[src/rtl/ns_dac_pkg.sv]
// ns_dac_pkg: shared types and sizing for the noise-shaping DAC path (modulator + PWM).
//   ns_order_t        : noise-shaping order selector (0th/1st/2nd order error feedback)
//   NS_*_BITS         : default widths of the pulse-width path
//   NS_ESAT_W         : width of the saturated quantization error registers
//   NS_INT_W          : signed width of the internal filter/quantizer datapath
//   ns_decode_order() : maps the raw 2-bit order input onto ns_order_t (3 behaves as 2)
package ns_dac_pkg;

    typedef enum logic [1:0] {
        NS_ORDER0 = 2'd0,
        NS_ORDER1 = 2'd1,
        NS_ORDER2 = 2'd2
    } ns_order_t;

    localparam int NS_OUT_BITS  = 11;
    localparam int NS_FRAC_BITS = 5;
    localparam int NS_OSR_BITS  = 4;
    localparam int NS_SAMPLE_W  = NS_OUT_BITS + NS_FRAC_BITS;
    localparam int NS_ESAT_W    = NS_FRAC_BITS + 2;
    localparam int NS_INT_W     = NS_OUT_BITS + NS_FRAC_BITS + 3;

    function automatic ns_order_t ns_decode_order(input logic [1:0] raw);
        case (raw)
            2'd0:    return NS_ORDER0;
            2'd1:    return NS_ORDER1;
            default: return NS_ORDER2;
        endcase
    endfunction

endpackage

[src/rtl/noise_shaping_modulator_if.sv]
// noise_shaping_modulator_if: sample stream into the modulator.
//   in_sample : unsigned sample, LSB = 2^-FRAC_BITS pulse-width steps
//   in_valid  : master offers in_sample
//   in_ready  : slave can take a sample
// Handshake: a sample transfers on a clock edge where in_valid && in_ready; the master
// holds in_sample stable while in_valid is high and not yet accepted; in_ready may be
// high without in_valid and does not depend on in_valid.
interface noise_shaping_modulator_if #(
    parameter int SAMPLE_W = 16
) ();
    logic [SAMPLE_W-1:0] in_sample;
    logic                in_valid;
    logic                in_ready;

    modport master (output in_sample, output in_valid, input in_ready);
    modport slave  (input in_sample, input in_valid, output in_ready);
endinterface

[src/rtl/ns_lfsr_dither.sv]
// ns_lfsr_dither: 16-bit Galois LFSR (x^16+x^14+x^13+x^11+1, seed 16'hACE1) producing a
// signed 2-bit dither value in {-2..1} from its two LSBs. Advances only when step=1.
// Used by noise_shaping_modulator when NS_DITHER_EN is defined.
//   clk, reset : clock, synchronous active-high reset (reloads seed)
//   step       : advance the LFSR at this edge
//   dither     : current dither value (valid for the pulse being computed now)
module ns_lfsr_dither (
    input  logic              clk,
    input  logic              reset,
    input  logic              step,
    output logic signed [1:0] dither
);
    localparam logic [15:0] SEED = 16'hACE1;
    localparam logic [15:0] TAPS = 16'hB400;

    logic [15:0] lfsr_q, lfsr_d;

    always_comb begin
        lfsr_d = lfsr_q;
        if (step) begin
            lfsr_d = (lfsr_q >> 1) ^ (lfsr_q[0] ? TAPS : 16'h0000);
        end
    end

    always_ff @(posedge clk) begin
        if (reset) lfsr_q <= SEED;
        else       lfsr_q <= lfsr_d;
    end

    assign dither = $signed(lfsr_q[1:0]);
endmodule

[src/rtl/noise_shaping_modulator.sv]
// noise_shaping_modulator: requantizes high-resolution unsigned samples into OUT_BITS-wide
// PWM pulse widths with 0th/1st/2nd-order error feedback. One new width per pulse_done.
// Optional build macro: NS_DITHER_EN adds LFSR dither (ns_lfsr_dither) to the quantizer input.
// Ports:
//   clk, reset   : clock, synchronous active-high reset
//   order        : noise-shaping order 0/1/2 (3 treated as 2)
//   osr_log2     : each sample is used for 2^osr_log2 pulses
//   compare_max  : PWM period; output ceiling is compare_max+1
//   s_in         : sample stream (slave modport of noise_shaping_modulator_if)
//   pulse_done   : PWM finished a pulse; advance at this edge
//   pulse_width  : registered width to the PWM
//   underrun     : sticky, a sample boundary found the hold buffer empty
module noise_shaping_modulator
    import ns_dac_pkg::*;
#(
    parameter int OUT_BITS  = NS_OUT_BITS,
    parameter int FRAC_BITS = NS_FRAC_BITS,
    parameter int OSR_BITS  = NS_OSR_BITS
) (
    input  logic                    clk,
    input  logic                    reset,
    input  logic [1:0]              order,
    input  logic [OSR_BITS-1:0]     osr_log2,
    input  logic [OUT_BITS-1:0]     compare_max,
    noise_shaping_modulator_if.slave s_in,
    input  logic                    pulse_done,
    output logic [OUT_BITS-1:0]     pulse_width,
    output logic                    underrun
);
    localparam int SAMPLE_W = OUT_BITS + FRAC_BITS;
    localparam int W        = SAMPLE_W + 3;
    localparam int ESAT_W   = FRAC_BITS + 2;
    // Large enough for the largest limit 2^(2^OSR_BITS-1)-1.
    localparam int RATE_W   = (1 << OSR_BITS) - 1;
    localparam logic signed [W-1:0] E_MAX = W'((1 << (ESAT_W - 1)) - 1);
    localparam logic signed [W-1:0] E_MIN = ~E_MAX;

    logic [SAMPLE_W-1:0]      cur_q, cur_d, hold_q, hold_d;
    logic                     hold_valid_q, hold_valid_d;
    logic [RATE_W-1:0]        rate_cnt_q, rate_cnt_d;
    logic signed [ESAT_W-1:0] e1_q, e1_d, e2_q, e2_d;
    logic [OUT_BITS-1:0]      pulse_width_q, pulse_width_d;
    logic                     underrun_q, underrun_d;

    logic signed [W-1:0]      e1_x, e2_x, fb, dith_x, v, q, y, e, ceil_s;
    logic signed [ESAT_W-1:0] e_sat;
    logic [OUT_BITS:0]        ceil_u;
    logic [RATE_W-1:0]        rate_lim;

`ifdef NS_DITHER_EN
    logic signed [1:0] dither;

    ns_lfsr_dither u_dither (
        .clk    (clk),
        .reset  (reset),
        .step   (pulse_done),
        .dither (dither)
    );

    assign dith_x = {{(W-2){dither[1]}}, dither};
`else
    assign dith_x = '0;
`endif

    // Filter + quantizer: purely combinational from the registered state so that the
    // width loaded at pulse_done reflects the current sample and error history.
    always_comb begin
        e1_x = {{(W-ESAT_W){e1_q[ESAT_W-1]}}, e1_q};
        e2_x = {{(W-ESAT_W){e2_q[ESAT_W-1]}}, e2_q};
        case (ns_decode_order(order))
            NS_ORDER0: fb = '0;
            NS_ORDER1: fb = e1_x;
            default:   fb = (e1_x <<< 1) - e2_x;
        endcase
        v      = $signed({{(W-SAMPLE_W){1'b0}}, cur_q}) + fb + dith_x;
        q      = v >>> FRAC_BITS;
        ceil_u = {1'b0, compare_max} + {{OUT_BITS{1'b0}}, 1'b1};
        ceil_s = $signed({{(W-OUT_BITS-1){1'b0}}, ceil_u});
        if (q[W-1])          y = '0;
        else if (q > ceil_s) y = ceil_s;
        else                 y = q;
        e = v - (y <<< FRAC_BITS);
        // Clamping can leave a large residual; saturate so the loop cannot run away.
        if (e > E_MAX)      e_sat = E_MAX[ESAT_W-1:0];
        else if (e < E_MIN) e_sat = E_MIN[ESAT_W-1:0];
        else                e_sat = e[ESAT_W-1:0];
    end

    // >= rather than == so that shrinking osr_log2 below the current count wraps at once.
    assign rate_lim = (RATE_W'(1) << osr_log2) - RATE_W'(1);

    always_comb begin
        cur_d         = cur_q;
        hold_d        = hold_q;
        hold_valid_d  = hold_valid_q;
        rate_cnt_d    = rate_cnt_q;
        e1_d          = e1_q;
        e2_d          = e2_q;
        pulse_width_d = pulse_width_q;
        underrun_d    = underrun_q;

        if (s_in.in_valid && !hold_valid_q) begin
            hold_d       = s_in.in_sample;
            hold_valid_d = 1'b1;
        end

        if (pulse_done) begin
            pulse_width_d = y[OUT_BITS-1:0];
            e2_d          = e1_q;
            e1_d          = e_sat;
            if (rate_cnt_q >= rate_lim) begin
                rate_cnt_d = '0;
                // No bypass: a sample accepted this same cycle only lands in hold.
                if (hold_valid_q) begin
                    cur_d        = hold_q;
                    hold_valid_d = 1'b0;
                end else begin
                    underrun_d = 1'b1;
                end
            end else begin
                rate_cnt_d = rate_cnt_q + RATE_W'(1);
            end
        end
    end

    always_ff @(posedge clk) begin
        if (reset) begin
            cur_q         <= '0;
            hold_q        <= '0;
            hold_valid_q  <= 1'b0;
            rate_cnt_q    <= '0;
            e1_q          <= '0;
            e2_q          <= '0;
            pulse_width_q <= '0;
            underrun_q    <= 1'b0;
        end else begin
            cur_q         <= cur_d;
            hold_q        <= hold_d;
            hold_valid_q  <= hold_valid_d;
            rate_cnt_q    <= rate_cnt_d;
            e1_q          <= e1_d;
            e2_q          <= e2_d;
            pulse_width_q <= pulse_width_d;
            underrun_q    <= underrun_d;
        end
    end

    assign s_in.in_ready = !hold_valid_q;
    assign pulse_width   = pulse_width_q;
    assign underrun      = underrun_q;
endmodule
[src/flat_wrapper.sv]
// flat-port wrapper written by rule: the top's interface ports become plain ports
module noise_shaping_modulator_flat import ns_dac_pkg::*;
#(
    parameter int OUT_BITS  = NS_OUT_BITS,
    parameter int FRAC_BITS = NS_FRAC_BITS,
    parameter int OSR_BITS  = NS_OSR_BITS
)
  (clk, reset, order, osr_log2, compare_max, pulse_done, pulse_width, underrun, s_in_in_sample, s_in_in_valid, s_in_in_ready);
  noise_shaping_modulator_if s_in_i ();
  input  logic clk;
  input  logic reset;
  input  logic [1:0] order;
  input  logic [OSR_BITS-1:0] osr_log2;
  input  logic [OUT_BITS-1:0] compare_max;
  input  logic pulse_done;
  output logic [OUT_BITS-1:0] pulse_width;
  output logic underrun;
  input wire logic [$bits(s_in_i.in_sample)-1:0] s_in_in_sample;
  input wire logic [$bits(s_in_i.in_valid)-1:0] s_in_in_valid;
  output wire logic [$bits(s_in_i.in_ready)-1:0] s_in_in_ready;
  assign s_in_i.in_sample = s_in_in_sample;
  assign s_in_i.in_valid = s_in_in_valid;
  assign s_in_in_ready = s_in_i.in_ready;
  noise_shaping_modulator #(.OUT_BITS(OUT_BITS), .FRAC_BITS(FRAC_BITS), .OSR_BITS(OSR_BITS)) u_core (.clk(clk), .reset(reset), .order(order), .osr_log2(osr_log2), .compare_max(compare_max), .s_in(s_in_i), .pulse_done(pulse_done), .pulse_width(pulse_width), .underrun(underrun));
endmodule
[config.mk]
export PLATFORM = sky130hd
export DESIGN_NAME = noise_shaping_modulator_flat
export DESIGN_NICKNAME = d
export VERILOG_FILES = /design/src/rtl/ns_dac_pkg.sv /design/src/rtl/noise_shaping_modulator_if.sv /design/src/rtl/ns_lfsr_dither.sv /design/src/rtl/noise_shaping_modulator.sv /design/src/flat_wrapper.sv
export SDC_FILE = /design/constraint.sdc
export NUM_CORES = 1
export LEC_CHECK = 0
export CORE_MARGIN = 2
export CORE_UTILIZATION = 35
export CTS_BUF_LIST = sky130_fd_sc_hd__clkbuf_4
export CTS_CLUSTER_DIAMETER = 80
export CTS_CLUSTER_SIZE = 28
export DETAILED_ROUTE_END_ITERATION = 12
export PLACE_DENSITY_LB_ADDON = 0.05
export SYNTH_ARGS = -nofsm -noshare
export SYNTH_HDL_FRONTEND = slang
export SYNTH_SLANG_ARGS = --single-unit
export TNS_END_PERCENT = 50
[constraint.sdc]
create_clock -name clk -period 8.35 [get_ports clk]
set_input_delay 0.835 -clock clk [delete_from_list [all_inputs] [get_ports clk]]
set_output_delay 0.835 -clock clk [all_outputs]
set_load 0.005 [all_outputs]
==> flow_summary.yaml, run 1 <==
routing:
  via_count: 5143
  routed_wl_mm: 15.2
  antenna_left: 0
  post_drt_wl_per_cell_um: 15.3
  drtIter0Drc: 185
  drc: 0
  via_per_inst: 5.17
  firstDrtPassIters: 4
sta:
  setup_violations: 0
  skew_ps: 25.6
  period_share: 0.948
  max_freq_ghz: 0.126
  slew_viol_final: 0
  hold_viol: 0
  worst_hold_slack_ps: 461
  setup_tns_ps: 0
  relSlewSlack: 0.302
  worstMarginPinSlew_ps: 1040
  min_period_ps: 7920
cells_and_area:
  layout.nets: 879
  drive_gt1_frac: 0.134
  fin_cells: 995
  syn2layout_area_growth_pct: 21.8
  utilization: 0.438
global_routing:
  antenna_found_initial: 1
  grt-ovfl-total: 0
  grt_pass1_vias: 4899
  grt_max_degree: 53
  grt_pass1_wl_mm: 25.1
  grt_usage: 0.179
clocking:
  cts_buffers: 9
  cts_max_level: 3
  clk_pin_slew_ps: 130
  cts.path.max_buffers: 2
  insertion_delay_ps: 460
  cts_sinks: 74
  cts_tree: "built"
  cts_hold_buf: 0
  clockRootBuffer: "clkbuf_4"
hold_path:
  min_from: "u_core.hold_q[2]"
  worstHoldPathType: "reg2reg"
  min_path_cells: 2
  min_to: "u_core.hold_q[2]"
yosys:
  synth_area_per_cell_um2: 8.20
  synth.most_common_cell: "nand2_1"
  synth_seq_cells: 74
  synth_cell_types: 71
  ys_seq_area_frac: 0.258
  yosys-top-cells-count: "nand2_1, dfxtp_1, ha_1, nor2_1, a21oi_1"
  yosysWarnings: 0
  synth_edf_count: 0
  synthFlopType: "dfxtp_1"
  synthTopCellsByArea: "dfxtp_1, ha_1, nand2_1, mux2i_1, xor2_1"
  synth_top_area_frac: 0.258
  syn_inst: 700
  synth_fp_nets: 805
  yosysTopAreaCell: "dfxtp_1"
  async_flop_share: 0
  synth_area_um2: 5740
pwr:
  powerDensity_nw_per_um2: 449
  p_leak_nw: 3.22
  power_mw: 3.14
  ir_worst_vdd_mv: 0.246
setup_path:
  crit_family: "compound AO/OA/AOI/OAI gates"
  critPathBufInv: 2
  cp-start-kind: "flip-flop"
  crit_path_end_kind: "flip-flop"
  cp_common_cell: "a21o_1"
  worstPathArrival_ps: 8290
  max_stage_delay_ps: 510
  critical_path_class: "reg2reg"
  path_max_fanout: 3
  r2r_setup_slack_ps: 430
  cp_slowest_cell: "or4_4"
  r2r-end: "u_core.e1_q[2]"
  r2r-start: "u_core.e2_q[1]"
  reg2reg_depth: 40
  cp.required_ps: 8730
  critPathLaunch: "u_core.e2_q[1]"
placement:
  place_congestion: 0.875
  hpwl_mm: 12.0
  dp.cells: 976
  place.port_buffers: 49
die:
  die_w_um: 132
  initial_core_util: 0.360
  core_area_um2: 15900
  die_h_um: 132
  rows: 46
  top_level_ports: 50
  fp.dieArea_um2: 17400
job:
  maxCapViolations: 0
status:
  status: "finished clean"
==> flip-flops by register name, indices dropped and copies added, names as in the netlist <==
name and cells:
u_core.hold_q 16, u_core.e2_q 7, u_core.underrun 1, u_core.hold_valid_q 1
u_core.pulse_width 11, u_core.cur_q 16, u_core.rate_cnt_q 15, u_core.e1_q 7
==> how the worst max path moves through the flow <==
stage | cells past startpoint | endpoint | slack (ps)
global placement | 34 | u_core.e1_q[2] | -50
global route | 40 | u_core.e1_q[2] | -50
floorplan | 37 | u_core.e1_q[2] | 200
finish | 40 | u_core.e1_q[2] | 430
detailed placement | 34 | u_core.e1_q[2] | -140
CTS | 37 | u_core.e1_q[2] | 20
==> tightest hold or removal path, cell delays in order, from the launching register on <==
cell and delay (ps):
dfxtp_1 330, nand2_1 50, a21oi_1 50
==> metal layers <==
metal,vias up,share of wire,global-route usage
met2,84,0.46,0.292
met3,14,0.032,0.0338
met1,2399,0.49,0.237
li1,2646,-,-
met4,0,0.012,0.0610
met5,-,0,0
==> layout make-up <==
type | instances | area (µm²)
Antenna cell | 1 | 2.50
Clock buffer | 9 | 67.6
Clock inverter | 6 | 58.8
Fill cell | 1648 | 8950
Inverter | 37 | 139
Multi-Input combinational cell | 564 | 4190
Sequential cell | 74 | 1480
Tap cell | 216 | 270
Timing Repair Buffer | 88 | 778
==> through the flow <==
step / area, µm² / setup WS (ps)
CTS: 6850 / 17.0
finish: 6990 / 434
detailed placement: 6670 / -139
global placement: 6670 / -47.9
floorplan: 5740 / 201
global route: 6990 / -49.1
==> power breakdown <==
group          internal [mW]  switching [mW]
Clock                 0.0876           0.131
Combinational           1.15            1.33
Sequential             0.401          0.0361
Total                   1.64            1.50
==> what timing repair did <==
item,in CTS,in global routing
endpoints found under the hold margin,0,0
resized for setup,10,30
setup buffers,1,2
endpoints found under the setup margin,6,6
pin swaps,3,24
==> cells by family (layout without fill, tap and decap cells) <==
kind of cell	Yosys count	after routing	share of synthesized area
flip-flops	74	74	0.258
AO/OA/AOI/OAI	179	179	0.221
buffers and inverters	62	140	0.0410
other	1	2	0.000654
multiplexers	28	28	0.0493
adder cells (fa/ha/maj)	69	69	0.154
AND/OR/NAND/NOR	235	235	0.194
XOR/XNOR	52	52	0.0820
==> layout by cell type (no fill, tap or decap), types with 7 or more instances in the layout <==
master            n
xnor2_1          20
nor2b_1          10
ha_1             63
nand2_1          83
o21ai_0          24
o211a_1           9
inv_1            36
clkdlybuf4s50_1  48
xor2_1           27
a31oi_1           8
and3_1           10
dfxtp_1          72
buf_4            39
nor2_1           57
o211ai_1          7
o21a_1            9
nand2b_1         14
mux2i_1          26
clkbuf_4          9
a21o_1           25
a21oi_2           7
a21oi_1          37
nand3_1          14
nand4_1          10
Note: power is estimated with default switching activity, not from simulation.
==> inputs of run 2 (changes only) <==
- SETUP_SLACK_MARGIN: default -> 0.1
==> run 2 against run 1 <==
Against the previous run: non-clock buffer count is 3 higher; sequential power hardly changed; power is 2.5% higher; hold slack better by 1.8 ps; global-route usage hardly changed; die area stayed put.
==> flow_summary.yaml, run 2 (synthesis gave the netlist of run 1 again) <==
status:
  status: "finished clean"
setup_path:
  max_stage_delay_ps: 510
  cp.depth: 39
  worstPathArrival_ps: 8220
  critical_path_class: "reg2reg"
  crit_path_end_kind: "flip-flop"
  cp_slowest_cell: "or4_4"
  cp.required_ps: 8720
  cp-start-kind: "flip-flop"
  critPathBufInv: 3
  cp_common_cell: "a21o_1"
  crit_family: "simple AND/OR/NAND/NOR gates"
  reg2reg_depth: 39
  path_max_fanout: 3
pwr:
  p_leak_nw: 3.24
  powerDensity_nw_per_um2: 455
  ir_worst_vdd_mv: 0.256
clocking:
  cts_buffers: 9
  cts.path.max_buffers: 2
  clk_pin_slew_ps: 130
  cts_tree: "built"
  cts_sinks: 74
  cts_max_level: 3
  clockRootBuffer: "clkbuf_4"
  insertion_delay_ps: 450
routing:
  via_per_inst: 5.18
  antenna_left: 0
  drc: 0
  drtIter0Drc: 185
  routed_wl_mm: 15.3
  via_count: 5174
  post_drt_wl_per_cell_um: 15.4
  firstDrtPassIters: 4
sta:
  period_share: 0.939
  relSlewSlack: 0.303
  grt_setup_unrepaired: "no"
  hold_viol: 0
  setup_violations: 0
  worstMarginPinSlew_ps: 1040
  worst_hold_slack_ps: 462
  skew_ps: 24.9
  min_period_ps: 7840
  slew_viol_final: 0
  max_freq_ghz: 0.128
cells_and_area:
  final_common_cell: "nand2_1"
  mostFrequentLayoutCells: "nand2_1, dfxtp_1, ha_1, nor2_1, clkdlybuf4s50_1"
  reg_top3: "u_core.cur_q x16, u_core.hold_q x16, u_core.rate_cnt_q x15"
  layout.nets: 882
  drive_gt1_frac: 0.147
  syn2layout_area_growth_pct: 23.2
  final_cell_area_um2: 7070
global_routing:
  grt_max_degree: 53
  grt-ovfl-total: 0
  grt_pass1_wl_mm: 25.2
  grt_pass1_vias: 4926
  antenna_found_initial: 1
  grt_usage: 0.180
die:
  die_w_um: 132
  top_level_ports: 50
  die_h_um: 132
  initial_core_util: 0.360
  core_area_um2: 15900
  rows: 46
  fp.dieArea_um2: 17400
job:
  maxCapViolations: 0
placement:
  place_congestion: 0.875
  hpwl_mm: 12.0
  dpl_cell_area_um2: 6670
  place.port_buffers: 49
hold_path:
  worstHoldPathType: "reg2reg"
  min_path_cells: 2
## run 2: final cells by class
type                            count  area (µm²)
Timing Repair Buffer               91         801
Clock buffer                        9        67.6
Tap cell                          216         270
Clock inverter                      6        58.8
Sequential cell                    74        1490
Antenna cell                        1        2.50
Inverter                           37         139
Multi-Input combinational cell    564        4240
Fill cell                        1638        8870
## run 2: final timing paths
path	endpoint	startpoint	slack (ps)
setup / recovery	u_core.e1_q[2]	u_core.e2_q[1]	510
hold / removal	u_core.hold_q[2]	u_core.hold_q[2]	460
setup reg to reg	u_core.e1_q[2]	u_core.e2_q[1]	510
hold reg to reg	u_core.hold_q[2]	u_core.hold_q[2]	460
## run 2: metal layers
| layer | wire length (µm) | vias to the layer above | GRT usage |
|---|---|---|---|
| met3 | 472 | 16 | 0.0342 |
| met1 | 7590 | 2412 | 0.237 |
| met2 | 7050 | 91 | 0.293 |
| met5 | 0 | - | 0 |
| li1 | - | 2655 | - |
| met4 | 231 | 0 | 0.0634 |
## run 2: where the power goes
| part | switching (mW) | total [mW] | internal, mW | leakage (nW) |
|---|---|---|---|---|
| logic | 1.36 | 2.56 | 1.20 | 2.57 |
| registers | 0.0365 | 0.438 | 0.401 | 0.604 |
| clock network | 0.131 | 0.219 | 0.0876 | 0.0669 |
| total | 1.53 | 3.22 | 1.69 | 3.24 |
## run 2: through the flow
| stage | worst slack [ps] | cells | setup TNS, ps | total power, mW | utilization |
|---|---|---|---|---|---|
| after floorplan | 201 | 700 | 0 | 1.98 | - |
| after global placement | -47.9 | 976 | -47.9 | 2.68 | 0.418 |
| after detailed placement | -139 | 976 | -250 | 2.68 | 0.418 |
| after CTS | 102 | 992 | 0 | 3.00 | 0.431 |
| after global routing | 97.5 | 998 | 0 | 3.52 | 0.443 |
| final | 508 | 998 | 0 | 3.22 | 0.443 |
## run 2: what timing repair did
action | CTS | global route
resized for setup | 13 | 38
buffers inserted | 1 | 5
pin swaps | 4 | 33
hold buffers | 0 | 0
setup endpoints to repair | 6 | 6
## run 2: worst register-to-register path: cells and delay by family (launching register included)
kind,cells,cell delay [ps]
AO/OA/AOI/OAI,17,2540
flip-flops,1,360
XOR/XNOR,2,350
multiplexers,1,90
AND/OR/NAND/NOR,12,3020
adder cells (fa/ha/maj),4,1160
buffers and inverters,3,280
